===== config.mk =====
export PLATFORM = sky130hd
export DESIGN_NAME = id_ex_operand_stage
export DESIGN_NICKNAME = d
export VERILOG_FILES = /design/src/rtl/id_ex_operand_stage.sv
export SDC_FILE = /design/constraint.sdc
export NUM_CORES = 1
export LEC_CHECK = 0
export ABC_AREA = 1
export CAP_MARGIN = 20
export CELL_PAD_IN_SITES_DETAIL_PLACEMENT = 0
export CELL_PAD_IN_SITES_GLOBAL_PLACEMENT = 1
export CORE_AREA = 5 5 185 277
export DETAILED_ROUTE_END_ITERATION = 10
export DIE_AREA = 0 0 190 282
export PLACE_DENSITY_LB_ADDON = 0.3
export SYNTH_ARGS = -nofsm -noshare
export SYNTH_HDL_FRONTEND = slang
export SYNTH_SLANG_ARGS = --single-unit

===== constraint.sdc =====
create_clock -name clock -period 6.39 [get_ports clock]
set_input_delay 0.639 -clock clock [delete_from_list [all_inputs] [get_ports clock]]
set_output_delay 0.639 -clock clock [all_outputs]
set_load 0.01 [all_outputs]

===== src/rtl/id_ex_operand_stage.sv =====
// ID/EX operand stage: operand forwarding mux, load-use stall detection and
// the ID/EX pipeline register with flush/hold/bubble handling.
module id_ex_operand_stage #(
  parameter int CTRL_W = 16
) (
  input  logic              clock,
  input  logic              reset,
  input  logic [31:0]       rf_a,
  input  logic [31:0]       rf_b,
  input  logic [31:0]       rf_c,
  input  logic [3:0]        sel_a,
  input  logic [3:0]        sel_b,
  input  logic [3:0]        sel_c,
  input  logic              use_a,
  input  logic              use_b,
  input  logic              use_c,
  input  logic              ex_wr_en,
  input  logic [3:0]        ex_wr_reg,
  input  logic [31:0]       ex_wr_data,
  input  logic              ex_is_load,
  input  logic              mem_wr_en,
  input  logic [3:0]        mem_wr_reg,
  input  logic [31:0]       mem_wr_data,
  input  logic              wb_wr_en,
  input  logic [3:0]        wb_wr_reg,
  input  logic [31:0]       wb_wr_data,
  input  logic              id_valid,
  input  logic [CTRL_W-1:0] ctrl_in,
  input  logic [31:0]       pc4_in,
  input  logic              flush,
  input  logic              hold,
  output logic [31:0]       op_a,
  output logic [31:0]       op_b,
  output logic [31:0]       op_c,
  output logic [CTRL_W-1:0] ctrl_out,
  output logic [31:0]       pc4_out,
  output logic              ex_valid,
  output logic              stall_out,
  output logic [15:0]       bubble_count
);

  localparam logic [3:0] R15 = 4'hF;

  logic [31:0]       op_a_q, op_a_d;
  logic [31:0]       op_b_q, op_b_d;
  logic [31:0]       op_c_q, op_c_d;
  logic [CTRL_W-1:0] ctrl_q, ctrl_d;
  logic [31:0]       pc4_q, pc4_d;
  logic              valid_q, valid_d;
  logic [15:0]       bubble_q, bubble_d;

  logic [31:0] fwd_a, fwd_b, fwd_c;
  logic        load_use;

  // EX result of a load is not available yet, so it is never forwarded;
  // R15 always reads straight from the register file.
  function automatic logic [31:0] forward(
    input logic [3:0]  sel,
    input logic [31:0] rf,
    input logic        ex_en,
    input logic [3:0]  ex_reg,
    input logic [31:0] ex_data,
    input logic        ex_load,
    input logic        mem_en,
    input logic [3:0]  mem_reg,
    input logic [31:0] mem_data,
    input logic        wb_en,
    input logic [3:0]  wb_reg,
    input logic [31:0] wb_data
  );
    logic [31:0] v;
    v = rf;
    if (sel != R15) begin
      if (ex_en && (ex_reg == sel) && !ex_load)  v = ex_data;
      else if (mem_en && (mem_reg == sel))       v = mem_data;
      else if (wb_en && (wb_reg == sel))         v = wb_data;
    end
    return v;
  endfunction

  // Forwarded operands and load-use hazard detection
  always_comb begin
    fwd_a = forward(sel_a, rf_a, ex_wr_en, ex_wr_reg, ex_wr_data, ex_is_load,
                    mem_wr_en, mem_wr_reg, mem_wr_data, wb_wr_en, wb_wr_reg, wb_wr_data);
    fwd_b = forward(sel_b, rf_b, ex_wr_en, ex_wr_reg, ex_wr_data, ex_is_load,
                    mem_wr_en, mem_wr_reg, mem_wr_data, wb_wr_en, wb_wr_reg, wb_wr_data);
    fwd_c = forward(sel_c, rf_c, ex_wr_en, ex_wr_reg, ex_wr_data, ex_is_load,
                    mem_wr_en, mem_wr_reg, mem_wr_data, wb_wr_en, wb_wr_reg, wb_wr_data);
    load_use = id_valid && ex_wr_en && ex_is_load &&
               ((use_a && (ex_wr_reg == sel_a) && (sel_a != R15)) ||
                (use_b && (ex_wr_reg == sel_b) && (sel_b != R15)) ||
                (use_c && (ex_wr_reg == sel_c) && (sel_c != R15)));
    stall_out = hold || load_use;
  end

  // Next-state for the ID/EX register: flush > hold > load-use bubble > capture
  always_comb begin
    op_a_d   = op_a_q;
    op_b_d   = op_b_q;
    op_c_d   = op_c_q;
    ctrl_d   = ctrl_q;
    pc4_d    = pc4_q;
    valid_d  = valid_q;
    bubble_d = bubble_q;
    if (flush) begin
      valid_d = 1'b0;
      ctrl_d  = '0;
    end else if (hold) begin
      // everything frozen
    end else if (load_use) begin
      valid_d = 1'b0;
      ctrl_d  = '0;
      if (bubble_q != 16'hFFFF) bubble_d = bubble_q + 16'd1;
    end else begin
      op_a_d  = fwd_a;
      op_b_d  = fwd_b;
      op_c_d  = fwd_c;
      ctrl_d  = id_valid ? ctrl_in : '0;
      pc4_d   = pc4_in;
      valid_d = id_valid;
    end
  end

  // ID/EX pipeline register with asynchronous clear
  always_ff @(posedge clock or posedge reset) begin
    if (reset) begin
      op_a_q   <= '0;
      op_b_q   <= '0;
      op_c_q   <= '0;
      ctrl_q   <= '0;
      pc4_q    <= '0;
      valid_q  <= 1'b0;
      bubble_q <= '0;
    end else begin
      op_a_q   <= op_a_d;
      op_b_q   <= op_b_d;
      op_c_q   <= op_c_d;
      ctrl_q   <= ctrl_d;
      pc4_q    <= pc4_d;
      valid_q  <= valid_d;
      bubble_q <= bubble_d;
    end
  end

  assign op_a         = op_a_q;
  assign op_b         = op_b_q;
  assign op_c         = op_c_q;
  assign ctrl_out     = ctrl_q;
  assign pc4_out      = pc4_q;
  assign ex_valid     = valid_q;
  assign bubble_count = bubble_q;

endmodule


After elaboration in Yosys (flattened, before gate mapping)
Cells that the tools add are included.
{"block": "op_classes", "addsub": 1, "n_eq_ne": 14, "n_mux": 19, "bitwise_logic": 3, "n_reduce_logical": 27}
{"op": "two-way mux 32 bit", "count": 12}
{"op": "two-way mux 16 bit", "count": 4}
{"op": "== test 4 bit", "count": 9}
{"op": "logical AND 1 bit", "count": 21}
{"op": "adder 16 x 1 -> 16 bit, second input constant", "count": 1}
{"op": "inequality test 16 bit, second input constant", "count": 1}
{"op": "inequality test 4 bit, second input constant", "count": 3}
{"op": "AND reduction 4 bit", "count": 1}
{"op": "logical OR 1 bit", "count": 3}
{"op": "two-way mux 1 bit", "count": 3}
{"op": "NOT 1 bit", "count": 3}
{"op": "AND reduction 3 bit", "count": 1}
{"op": "inequality test 2 bit, second input constant", "count": 1}
{"op": "logical NOT 1 bit", "count": 1}
{"block": "word_totals", "regBits": 161, "input_bits": 276, "out_inout_bits": 162, "elab_cells": 71}

Longest topological paths before layout
{"block": "logic_depth", "ltp_word": 9, "mapped_depth": 12, "mapped_depth_nobuf": 10}

Worst setup path before layout
OpenSTA, ideal clock, no wires.
{"block": "synth_timing", "kind": "input port to output port", "startpoint": "input port hold", "endpoint": "output port stall_out", "arrival_ps": 1594, "required_ps": 5751, "path_slack_ps": 4157, "cell_stages": 5, "path_buffers": 3, "path_cell_list": "inv_1 > buf_2 > clkbuf_1 > clkbuf_1 > nand2_1"}
{"block": "synth_between", "elab_chain_cells": 1}
{"item": "start, declared", "line": "31", "text": "input logic hold,"}
{"item": "logical OR 1 bit", "line": "93", "text": "stall_out = hold || load_use;"}
{"item": "end, declared", "line": "38", "text": "output logic stall_out,"}
Every way passes these cells.

Worst setup path after layout
{"block": "layout_timing", "startpoint": "input port wb_wr_reg[3]", "endpoint": "register op_a_q[7], in the netlist op_a[7]"}
{"block": "layout_between", "elab_chain_cells": 6}
{"item": "start, declared", "line": "25", "text": "input logic [3:0] wb_wr_reg,"}
{"item": "== test 4 bit", "line": "76", "text": "else if (wb_en && (wb_reg == sel)) v = wb_data;"}
{"item": "logical AND 1 bit", "line": "76"}
{"item": "two-way mux 32 bit", "line": "76"}
{"item": "two-way mux 32 bit", "line": "75", "text": "else if (mem_en && (mem_reg == sel)) v = mem_data;"}
{"item": "two-way mux 32 bit", "line": "74", "text": "if (ex_en && (ex_reg == sel) && !ex_load) v = ex_data;"}
{"item": "two-way mux 32 bit", "line": "73", "text": "if (sel != R15) begin"}
{"item": "end signal, assigned", "line": "135", "text": "op_a_q <= op_a_d;"}
{"item": "end, declared", "line": "44", "text": "logic [31:0] op_a_q, op_a_d;"}
Every way passes these cells.
A chain may end at the register's enable or synchronous reset.

==> impl_metrics.yaml <==
timing:
  tightest_slew_ns: 1.16
  maxSlewViolCount: 0
  setup_violations: 0
  period_share_pct: 60.4
  skew_ns: 0.00916
  fin_ws_ns: 2.53
  maxSlewHeadroom_pct: 22.2
  rsz0062_at_grt: "no"
  final.setup.tns_ns: 0
  max_freq_ghz: 0.259
  final-hold-violation-count: 0
  period_minus_slack_ns: 3.86
power:
  clock_power_share_pct: 31.2
  p_leak_nw: 7.88
  powerDensity_nw_per_um2: 197
  ir_drop_uv: 175
  sequentialPowerShare_pct: 36.5
  switchingPower_w: 0.00122
  internal_power_w: 0.00222
  power_frac_comb_pct: 32.3
  p_sw_share_pct: 35.5
worst_setup_path:
  critical_path_class: "in2reg"
  cp-start-kind: "input port"
  endpoint_kind: "flop"
  crit_arrival_ns: 4.20
  critPathMaxFanout: 33
  cp.required_ns: 6.73
placed_design:
  port_buffers: 437
  dp_slack_ns: 2.06
  gp_congestion: 0.864
  dpl.hpwl_um: 43800
global_routing:
  grt.total_usage_pct: 22.8
  grt_pass1_vias: 14700
  grt_first_pass_wirelength_um: 93700
  antenna_found_initial: 10
  grt-ovfl-total: 0
  grt_max_degree: 79
clock_network:
  clk_pin_slew_ns: 0.08
  cts_resized: 0
  cts_tree: "built"
  worstSkewPairLatency_ns: 0.45
  cts-hold-fix-buffers: 0
  cts_buffer_depth: 2
  cts_buffers: 17
  cts_root_buffer: "clkbuf_16"
  cts.sinks: 161
  cts_max_level: 4
  post-cts-setup-buffers: 0
finish:
  layout-drive-gt1-share_pct: 7.93
  multi_input_area_sq_um: 7070
  final_common_cell: "nand2_1"
  seq_area_sq_um: 4030
  fin_nets: 2508
  mostFrequentLayoutCells: "590 x nand2_1, 437 x clkdlybuf4s50_1, 225 x nor2_1, 193 x nand4_1, 161 x dfrtp_1"
  syn_to_final_growth_pct: 45.1
  fillCellCount: 5218
  final_core_util_pct: 36.0
floorplan:
  ioPinCount: 438
  core_area_sq_um: 48400
  rows: 99
  initial_core_util_pct: 24.8
  fp.dieH_um: 282
  die_area_sq_um: 53600
  die_x_um: 190
detailed_routing:
  vias_per_cell: 5.08
  drc: 0
  drt_iter0_drc: 1143
  wl_per_cell_um: 21.9
  dr_total_vias: 14800
  routed_wl_um: 63700
  final_antenna_net_count: 0
  firstDrtPassIters: 6
logic_synthesis:
  ys_warn_count: 0
  synthArstFlopShare_pct: 100
  ys_types: 28
  yosys_register_bits: 161
  synth_edf_count: 0
  syn_inst: 1902
  synth_ff_type: "dfrtp_1"
  ys_seq_area_share_pct: 33.6
  synth.avg_cell_area_sq_um: 6.31
  syn-num-nets: 2179
  synth_area_sq_um: 12000
worst_hold_path:
  hp-class: "reg2reg"
flow_run:
  drv_cap: 0
run_status:
  outcome: "finished, final reports clean"
[through the flow]
stage | cell area, sq um | hold slack [ns] | instances | power [W]
detailed placement | 16800 | 0.476 | 2867 | 0.00238
CTS | 17400 | 0.492 | 2899 | 0.00348
global placement | 16800 | 0.467 | 2865 | 0.00237
floorplan | 12000 | 0.517 | 1902 | 0.00169
finish | 17400 | 0.487 | 2909 | 0.00344
global route | 17400 | 0.510 | 2908 | 0.00361
[final cells by class]
type,count,share of cell area (%)
Antenna cell,9,0.129
Clock buffer,18,2.52
Clock inverter,14,0.790
Inverter,97,2.15
Multi-Input combinational cell,1501,40.6
Sequential cell,161,23.1
Tap cell,656,4.71
Timing Repair Buffer,453,26.0
[state kept, by name, summed over array words and instances (netlist names)]
name,cells
bubble_count,16
ex_valid,1
op_c,32
pc4_out,32
op_b,32
ctrl_out,16
op_a,32
[kinds of logic (layout without fill, tap and decap cells)]
group | count (synthesis) | count (layout) | synth area share, %
flops | 161 | 161 | 33.6
xor+xnor | 17 | 17 | 1.24
compound gates | 247 | 247 | 10.3
fa+ha+maj | 1 | 1 | 0.104
other cells | 0 | 9 | 0
simple gates | 1236 | 1236 | 46.5
buf+inv | 240 | 582 | 8.31
[critical path, cell delays in order]
cell	delay (ns)
clkdlybuf4s50_1	0.58
inv_2	0.06
nand2_1	0.08
nand2_1	0.09
nor2_4	0.90
nand3_2	1.15
nand2_1	0.29
nand3_1	0.10
a21oi_1	0.19
o21ai_1	0.09
[worst paths after layout]
check                                 from         endpoint  slack, ns  cells after the start
setup reg to reg           bubble_count[0]  bubble_count[8]       3.70                     10
min in group asynchronous            reset       pc4_out[3]       0.72                      2
max in group asynchronous            reset         op_a[28]       4.38                      3
setup / recovery              wb_wr_reg[3]          op_a[7]       2.53                     10
hold / removal                ctrl_out[15]     ctrl_out[15]       0.49                      2
hold reg to reg               ctrl_out[15]     ctrl_out[15]       0.49                      2
[power groups by stage]
stage | Sequential (W) | Clock [W] | Combinational, W
floorplan | 0.00131 | 0 | 0.000382
global placement | 0.00127 | 0 | 0.00110
detailed placement | 0.00127 | 0 | 0.00111
CTS | 0.00125 | 0.00111 | 0.00112
global route | 0.00127 | 0.00114 | 0.00120
finish | 0.00125 | 0.00107 | 0.00111
[Yosys cell counts, types with 2 or more instances]
cell type | n | share of area (%)
clkinv_1 | 3 | 0.094
nor2_4 | 3 | 0.28
dfrtp_1 | 161 | 34
xor2_1 | 6 | 0.44
buf_1 | 4 | 0.13
o21ai_0 | 26 | 1.1
or2_2 | 96 | 5.0
o21ai_1 | 125 | 5.2
nor2_2 | 2 | 0.10
a21oi_1 | 96 | 4.0
xnor2_1 | 11 | 0.80
nor3_1 | 4 | 0.17
buf_2 | 64 | 2.7
nand4_1 | 193 | 10
buf_6 | 2 | 0.19
nand3_1 | 114 | 4.8
inv_1 | 87 | 2.7
clkbuf_1 | 72 | 2.3
nand2_1 | 590 | 18
nor2_1 | 229 | 7.2
inv_2 | 7 | 0.22
[routing by layer]
layer / track usage, % / part of all wire (%)
met3: 4.37 / 6.7
met1: 26.7 / 39
met5: 0 / 0.031
met4: 12.2 / 5.0
met2: 39.5 / 50
Power figures use the tool's default switching activity.
